### config.mk
export PLATFORM = sky130hd
export DESIGN_NAME = alarm_timer_unit
export DESIGN_NICKNAME = d
export VERILOG_FILES = /design/src/rtl/alarm_timer_unit.sv
export SDC_FILE = /design/constraint.sdc
export NUM_CORES = 1
export LEC_CHECK = 0
export ABC_CLOCK_PERIOD_IN_PS = 3400
export CORE_MARGIN = 2
export CORE_UTILIZATION = 50
export DETAILED_ROUTE_END_ITERATION = 10
export DONT_BUFFER_PORTS = 1
export PLACE_DENSITY_LB_ADDON = 0.3
export SLEW_MARGIN = 25
export SYNTH_ARGS = -nofsm -noshare
export SYNTH_HDL_FRONTEND = slang
export SYNTH_SLANG_ARGS = --single-unit
### constraint.sdc
create_clock -name CLOCK_IN -period 3.4 [get_ports CLOCK_IN]
set_clock_uncertainty 0.1 [all_clocks]
set_input_delay 0.68 -clock CLOCK_IN [delete_from_list [all_inputs] [get_ports CLOCK_IN]]
set_output_delay 0.68 -clock CLOCK_IN [all_outputs]
set_load 0.01 [all_outputs]
### src/rtl/alarm_timer_unit.sv
// Alarm timing: free-running 1 Hz strobe plus two independent enable-held delays (P2 arm, P1 re-arm).
// Latency: all outputs registered, one edge after the sampled inputs; no backpressure.

module alarm_delay_channel #(
  parameter int CLK_HZ  = 50000000,
  parameter int SECONDS = 5
) (
  input  logic       CLOCK_IN,
  input  logic       RESET_N,
  input  logic       enable,
  output logic       count_out,
  output logic       run_nxt,
  output logic [3:0] sec_nxt
);
  localparam int SUB_W = (CLK_HZ > 2) ? $clog2(CLK_HZ) : 1;
  localparam logic [SUB_W-1:0] SUB_WRAP  = SUB_W'(CLK_HZ - 1);
  localparam logic [SUB_W-1:0] SUB_FINAL = SUB_W'(CLK_HZ - 2);
  localparam logic [3:0]       SEC_FINAL = 4'(SECONDS - 1);

  typedef enum logic [1:0] {IDLE, RUN, DONE} state_t;

  state_t           state, state_nxt;
  logic [SUB_W-1:0] sub_cnt, sub_nxt;
  logic [3:0]       sec_cnt;

  always_ff @(posedge CLOCK_IN or negedge RESET_N) begin
    if (!RESET_N) begin
      state     <= IDLE;
      sub_cnt   <= '0;
      sec_cnt   <= '0;
      count_out <= 1'b0;
    end else begin
      state     <= state_nxt;
      sub_cnt   <= sub_nxt;
      sec_cnt   <= sec_nxt;
      count_out <= (state_nxt == DONE);
    end
  end

  // Completion is detected one count early so DONE lands on exactly the N*CLK_HZ-th high edge.
  always_comb begin
    state_nxt = state;
    sub_nxt   = sub_cnt;
    sec_nxt   = sec_cnt;
    case (state)
      IDLE: begin
        sub_nxt = '0;
        sec_nxt = '0;
        if (enable) state_nxt = RUN;
      end
      RUN: begin
        if (!enable) begin
          state_nxt = IDLE;
          sub_nxt   = '0;
          sec_nxt   = '0;
        end else if (sec_cnt == SEC_FINAL && sub_cnt == SUB_FINAL) begin
          state_nxt = DONE;
          sub_nxt   = SUB_WRAP;
        end else if (sub_cnt == SUB_WRAP) begin
          sub_nxt = '0;
          sec_nxt = sec_cnt + 4'd1;
        end else begin
          sub_nxt = sub_cnt + 1'b1;
        end
      end
      DONE: begin
        if (!enable) begin
          state_nxt = IDLE;
          sub_nxt   = '0;
          sec_nxt   = '0;
        end
      end
      default: begin
        state_nxt = IDLE;
        sub_nxt   = '0;
        sec_nxt   = '0;
      end
    endcase
  end

  assign run_nxt = (state_nxt == RUN);
endmodule

module alarm_timer_unit #(
  parameter int CLK_HZ     = 50000000,
  parameter int P2_SECONDS = 5,
  parameter int P1_SECONDS = 10
) (
  input  logic       CLOCK_IN,
  input  logic       RESET_N,
  input  logic       ENABLE_COUNT_P2,
  input  logic       ENABLE_COUNT_P1,
  output logic       CLOCK_1,
  output logic       COUNT_OUT_P2,
  output logic       COUNT_OUT_P1,
  output logic [3:0] SECONDS_LEFT
);
  localparam int PRE_W = (CLK_HZ > 2) ? $clog2(CLK_HZ) : 1;
  localparam logic [PRE_W-1:0] PRE_WRAP = PRE_W'(CLK_HZ - 1);
  localparam logic [PRE_W-1:0] PRE_HALF = PRE_W'(CLK_HZ / 2);

  logic [PRE_W-1:0] prescale, prescale_nxt;
  logic             p2_run_nxt, p1_run_nxt;
  logic [3:0]       p2_sec_nxt, p1_sec_nxt;
  logic [3:0]       seconds_left_nxt;

  alarm_delay_channel #(.CLK_HZ(CLK_HZ), .SECONDS(P2_SECONDS)) u_p2 (
    .CLOCK_IN  (CLOCK_IN),
    .RESET_N   (RESET_N),
    .enable    (ENABLE_COUNT_P2),
    .count_out (COUNT_OUT_P2),
    .run_nxt   (p2_run_nxt),
    .sec_nxt   (p2_sec_nxt)
  );

  alarm_delay_channel #(.CLK_HZ(CLK_HZ), .SECONDS(P1_SECONDS)) u_p1 (
    .CLOCK_IN  (CLOCK_IN),
    .RESET_N   (RESET_N),
    .enable    (ENABLE_COUNT_P1),
    .count_out (COUNT_OUT_P1),
    .run_nxt   (p1_run_nxt),
    .sec_nxt   (p1_sec_nxt)
  );

  // Display follows the next channel state so it stays aligned with the registered COUNT_OUTs.
  always_comb begin
    prescale_nxt     = (prescale == PRE_WRAP) ? '0 : prescale + 1'b1;
    seconds_left_nxt = 4'd0;
    if (p1_run_nxt)      seconds_left_nxt = 4'(P1_SECONDS) - p1_sec_nxt;
    else if (p2_run_nxt) seconds_left_nxt = 4'(P2_SECONDS) - p2_sec_nxt;
  end

  always_ff @(posedge CLOCK_IN or negedge RESET_N) begin
    if (!RESET_N) begin
      prescale     <= '0;
      CLOCK_1      <= 1'b0;
      SECONDS_LEFT <= 4'd0;
    end else begin
      prescale     <= prescale_nxt;
      CLOCK_1      <= (prescale_nxt >= PRE_HALF);
      SECONDS_LEFT <= seconds_left_nxt;
    end
  end
endmodule

==> After elaboration in Yosys (flattened, before gate mapping) <==
Cells that the tools add are included.
{ "classes": {"n_addsub": 7, "magnitude_cmp": 1, "eq_ne": 17, "mux": 33, "n_reduce_logical": 4} }
{ "ops": {"columns": ["op", "count"], "rows": [
  ["26-bit two-way mux", 9],
  ["26-bit == test (second input constant)", 5],
  ["26-bit one-hot mux with 2 select lines", 2],
  ["26-bit by 1-bit adder with 26-bit output (second input constant)", 3],
  ["4-bit two-way mux", 10],
  ["26-bit by 25-bit greater-or-equal comparator with 1-bit output (second input constant)", 1],
  ["2-bit two-way mux", 8],
  ["4-bit one-hot mux with 2 select lines", 2],
  ["2-bit one-hot mux with 3 select lines", 2],
  ["4-bit by 1-bit adder with 4-bit output (second input constant)", 2],
  ["2-bit by 1-bit == test with 1-bit output (second input constant)", 4],
  ["2-bit == test (second input constant)", 4],
  ["4-bit by 3-bit == test with 1-bit output (second input constant)", 1],
  ["4-bit == test (second input constant)", 1],
  ["2-bit zero test", 2],
  ["2-bit inequality test (second input constant)", 2],
  ["3-bit by 4-bit subtractor with 4-bit output (first input constant)", 1],
  ["4-bit subtractor (first input constant)", 1],
  ["1-bit logical AND", 2]
]} }
{ "word_totals": {"regBits": 97, "out_inout_bits": 7, "word_cells": 73} }

==> Depth between registers and ports, before layout <==
{ "logic_depth": {"depth_word": 8, "ltp_mapped": 11, "mapped_depth_nobuf": 11} }

==> Hierarchy <==
Synthesis repeated with hierarchy kept, for this count alone.
{ "hier_totals": {"cells_unflattened": 675, "hier_area_um2": 5980.7} }
{ "modules_own_cells": {"columns": ["module", "instances", "cells_per_inst", "area_per_inst_um2", "seq_area_each_um2"], "rows": [
  ["alarm_delay_channel (u_p1)", 1, 251, 2179.6, 825.8],
  ["alarm_delay_channel (u_p2)", 1, 244, 2095.8, 825.8],
  ["alarm_timer_unit", 1, 180, 1705.4, 775.7]
]} }

==> Worst setup path after synthesis <==
No wires, ideal clock.
{ "synth_timing": {"path_type": "reg2reg", "from": "reg u_p2.sub_cnt[9]", "to": "reg SECONDS_LEFT[3]", "arrival_time_ps": 2298, "required_ps": 3172, "slack_ps": 875, "path_stages_with_launch": 11, "path_buffers": 0, "synth_period_minus_slack_ps": 2525, "cell_sequence": "dfrtp_1 > nor4b_1 > nand3_1 > nor3_1 > nand2_1 > mux2i_1 > a21oi_1 > nor2_1 > ha_1 > xnor2_1 > o22ai_1"} }
{ "synth_between": {"elab_chain_len": 8} }
{ "synth_rtl": {"columns": ["item", "line", "text"], "rows": [
  ["start: declaration", "23", "logic [SUB_W-1:0] sub_cnt, sub_nxt;"],
  ["start signal: assignment", "34", "sub_cnt <= sub_nxt;"],
  ["26-bit == test, on equally long branches", "59, 56", null],
  ["4-bit two-way mux or 1-bit logical AND (tied branches)", "59, 56", null],
  ["4-bit two-way mux (*)", "56", "end else if (sec_cnt == SEC_FINAL && sub_cnt == SUB_FINAL) begin"],
  ["4-bit two-way mux (*)", "52", "if (!enable) begin"],
  ["4-bit one-hot mux with 2 select lines (*)", "45", "case (state)"],
  ["net p2_sec_nxt[1]", "104", "logic [3:0] p2_sec_nxt, p1_sec_nxt;"],
  ["3-bit by 4-bit subtractor with 4-bit output (*)", "130", "else if (p2_run_nxt) seconds_left_nxt = 4'(P2_SECONDS) - p2_sec_nxt;"],
  ["4-bit two-way mux (*)", "130", null],
  ["4-bit two-way mux (*)", "129", "if (p1_run_nxt) seconds_left_nxt = 4'(P1_SECONDS) - p1_sec_nxt;"],
  ["net seconds_left_nxt[3]", "105", "logic [3:0] seconds_left_nxt;"],
  ["end signal: assignment", "141", "SECONDS_LEFT <= seconds_left_nxt;"],
  ["end: declaration", "96", "output logic [3:0] SECONDS_LEFT"]
]} }
Mark *: on every way through the listed nets, which the timed path passes. The rest lies on a longest branch.
A chain may end at the register's enable or synchronous reset.

==> Worst setup path after layout <==
{ "layout_timing": {"from": "reg u_p1.sub_cnt[7]", "to": "reg u_p1.sub_cnt[21]"} }
{ "layout_between": {"elab_chain_len": 5} }
{ "layout_rtl": {"columns": ["item", "line", "text"], "rows": [
  ["start: declaration", "23", null],
  ["start signal: assignment", "34", null],
  ["26-bit by 1-bit adder with 26-bit output (tied with other cells)", "63", "sub_nxt = sub_cnt + 1'b1;"],
  ["26-bit two-way mux or 1-bit logical AND (tied branches)", "59, 56", null],
  ["26-bit two-way mux (*)", "56", null],
  ["26-bit two-way mux (*)", "52", null],
  ["26-bit one-hot mux with 2 select lines (*)", "45", null]
]} }
Mark *: on every way between the ends. The rest lies on a longest branch, timed or not.

==> flow_metrics.py <==
metrics = {
    "worst_setup_path": {
        "path_class": "reg2reg",
        "crit_fanout": 24,
        "setup.worst_path.end_class": "flop",
        "worstPathArrival_ps": 2950,
        "start_kind": "flop",
        "reg2reg_setup_slack_ps": 580,
        "reg2reg_to": "u_p1.sub_cnt[21]$_DFFE_PN0P_",
        "cp.required_ps": 3530,
        "worstReg2RegStart": "u_p1.sub_cnt[7]$_DFFE_PN0P_",
        "worstRegToRegCells": 7,
    },
    "detailed_routing": {
        "wl_per_cell_um": 15.4,
        "drcViolationCount": 0,
        "drt-met1-wl_um": 5500,
        "post_drt_via_cell_ratio": 6.03,
        "num_vias": 4642,
        "drt_iter0_drc": 335,
        "detail-route-antenna-nets": 0,
        "dr_wl_met3_um": 506,
        "drt-total-wl_um": 11900,
        "dr.pass1.iters": 5,
        "wl_met2_um": 5710,
        "top_layer": "met4",
    },
    "logic_synthesis": {
        "synth_edf_count": 0,
        "synthCells": 628,
        "synth-seq-cells": 97,
        "ys_warn_count": 0,
        "ys.flop_type": "dfrtp_1",
        "yosysSeqAreaShare_pct": 43.2,
        "synth_top_area_share_pct": 43.2,
        "synthArstFlopShare_pct": 100,
        "synth_top_area_cell": "dfrtp_1",
        "synth.net_count": 651,
        "synth_cell_types": 61,
        "syn_area_per_cell_sq_um": 8.94,
        "yosys-top-cells-area": "dfrtp_1 (43%), o21ai_0 (4.9%), nand2_1 (4.3%), ha_1 (4.2%), xor2_1 (4.2%)",
        "syn-cell-area_sq_um": 5610,
    },
    "clock_network": {
        "htreeDepth": 3,
        "path_clk_slew_ps": 90,
        "cts_sinks": 97,
        "cts_root_buf": "clkbuf_8",
        "post_cts_resized": 0,
        "cts_tree": "yes",
        "insertion_delay_ps": 360,
        "numCtsBuffers": 9,
        "cts_buffer_depth": 2,
    },
    "sta": {
        "finalCritPeriodShare_pct": 83.0,
        "slew_viol_final": 0,
        "fin_crit_ps": 2820,
        "fin_hold_ws_ps": 102,
        "slew_headroom_pct": 42.9,
        "tightest_slew_ps": 853,
        "grt_setup_unrepaired": "no",
        "setup_tns_ps": 0,
        "final-setup-viol-count": 0,
        "fin_ws_ps": 577,
        "final_hold_viol_count": 0,
        "timing.fmax_mhz": 354,
    },
    "power_and_ir_drop": {
        "p_total_mw": 2.32,
        "p_per_area_nw_per_um2": 391,
        "worst_ir_drop_vdd_uv": 312,
        "leakage_nw": 2.50,
    },
    "place": {
        "post_dp_cell_area_sq_um": 5740,
        "place_inst": 755,
        "place_ws_ps": 591,
        "dpl.hpwl_um": 8250,
        "place_congestion": 0.854,
        "portBuffers": 0,
    },
    "die": {
        "die_h_um": 110,
        "fp-row-count": 38,
        "die_w_um": 110,
        "core_sq_um": 10900,
        "start_util_pct": 51.6,
        "die_area_sq_um": 12100,
        "io_pins": 11,
    },
    "global_route": {
        "grt_pass1_wl_um": 20300,
        "grt_max_degree": 98,
        "grt_overflow": 0,
        "grtUsageTotal_pct": 21.2,
        "grt_pass1_vias": 4397,
        "antenna_found_initial": 0,
    },
    "final_layout": {
        "syn_to_final_growth_pct": 5.66,
        "num_antenna_cells": 0,
        "fin_area_sq_um": 5930,
        "nets": 650,
        "drive_above_1_share_pct": 5.24,
        "fin_cells": 770,
        "final_util_pct": 54.5,
    },
    "run_status": {
        "status": "completed",
    },
    "min_path": {
        "hold_class": "in2async",
    },
    "flow_run": {
        "maxCapViolations": 0,
    },
}
-- worst max path at each step --
stage	slack (ps)	from	end
2_1_floorplan	870	u_p2.sub_cnt[9]$_DFFE_PN0P_	SECONDS_LEFT[3]$_DFF_PN0_
3_3_place_gp	730	u_p1.sub_cnt[7]$_DFFE_PN0P_	u_p1.sub_cnt[21]$_DFFE_PN0P_
3_5_place_dp	590	u_p1.sub_cnt[7]$_DFFE_PN0P_	u_p1.sub_cnt[21]$_DFFE_PN0P_
4_1_cts	570	u_p1.sub_cnt[7]$_DFFE_PN0P_	u_p1.sub_cnt[21]$_DFFE_PN0P_
5_1_grt	290	u_p1.sub_cnt[1]$_DFFE_PN0P_	u_p1.sub_cnt[3]$_DFFE_PN0P_
6_report	580	u_p1.sub_cnt[7]$_DFFE_PN0P_	u_p1.sub_cnt[21]$_DFFE_PN0P_
-- synth_stat cells (all sizes together) (4+ instances only) --
| cell | count |
|---|---|
| dfrtp | 97 |
| nand2 | 66 |
| nor2 | 61 |
| o21ai | 55 |
| nand3 | 43 |
| xor2 | 27 |
| nand4 | 25 |
| inv | 24 |
| xnor2 | 24 |
| a21oi | 21 |
| ha | 19 |
| nor3 | 18 |
| clkbuf | 13 |
| and2 | 12 |
| and3 | 12 |
| nor4 | 12 |
| a31oi | 10 |
| nor2b | 9 |
| buf | 7 |
| o22ai | 7 |
| or3 | 7 |
| a21o | 6 |
| and4 | 5 |
| o31ai | 5 |
| a211oi | 4 |
| or4 | 4 |
-- metal layers --
metal | vias up | GRT usage (%)
met4 | 0 | 7.23
met5 | - | 0
met1 | 2268 | 28.3
li1 | 2234 | -
met3 | 16 | 3.38
met2 | 124 | 34.9
-- registers in the layout, summed over array words and instances, names as in the netlist --
name	count
CLOCK_1	1
SECONDS_LEFT	4
prescale	26
u_p1.count_out	1
u_p1.sec_cnt	4
u_p1.state	2
u_p1.sub_cnt	26
u_p2.count_out	1
u_p2.sec_cnt	4
u_p2.state	2
u_p2.sub_cnt	26
-- area by class of cell --
type,count,area [sq um]
Fill cell,929,4960
Timing Repair Buffer,9,87.6
Multi-Input combinational cell,486,2990
Clock inverter,3,18.8
Tap cell,140,175
Sequential cell,97,2430
Clock buffer,11,141
Inverter,24,90.1
-- cells by family after synthesis --
family	share of synthesized area, %
xor+xnor	7.96
fa+ha+maj	4.24
compound gates	12.8
mux	0.178
buf+inv	3.59
simple gates	28.0
flops	43.2
-- power breakdown --
part,internal (mW),switching [mW]
registers,1.20,0.0465
clock network,0.278,0.389
logic,0.138,0.270
-- worst max-delay path, cell delays in order, from the launching register on --
cell,delay [ps]
dfrtp_1,450
or4b_1,590
nor4_4,350
a21o_1,180
or2_1,580
buf_4,230
nand2b_1,110
o21ai_0,90
-- layout by cell type, fill, tap and decap left out, types with 2 or more instances in the layout --
master / netlist / routed
a21o_1: 6 / 6
clkbuf_8: 1 / 10
and2_1: 12 / 12
xnor2_1: 24 / 24
and4b_1: 2 / 2
and4_1: 5 / 5
a211oi_1: 4 / 4
nor4_1: 10 / 10
xor2_1: 27 / 27
nor4_4: 2 / 2
or3_1: 7 / 7
o21ai_0: 55 / 55
ha_1: 19 / 19
nand2b_1: 3 / 3
buf_4: 1 / 8
inv_1: 24 / 24
o31ai_1: 5 / 5
clkinv_2: 0 / 2
nand2_1: 65 / 65
a22o_1: 3 / 3
nor2b_1: 9 / 9
nand3b_1: 2 / 2
nand3_1: 42 / 42
nor2_1: 61 / 61
nor3_1: 18 / 18
and3_1: 12 / 12
a21oi_1: 21 / 21
dfrtp_1: 97 / 97
o22ai_1: 7 / 7
nor4b_1: 3 / 3
or4_1: 3 / 3
nand4_1: 24 / 24
a31oi_1: 10 / 10
-- what timing repair did --
action                                 in CTS  in global routing
endpoints found under the hold margin      97                  0
setup buffers                               0                  0
hold buffers                                1                  0
No activity file was read; power rests on OpenSTA's default activity.
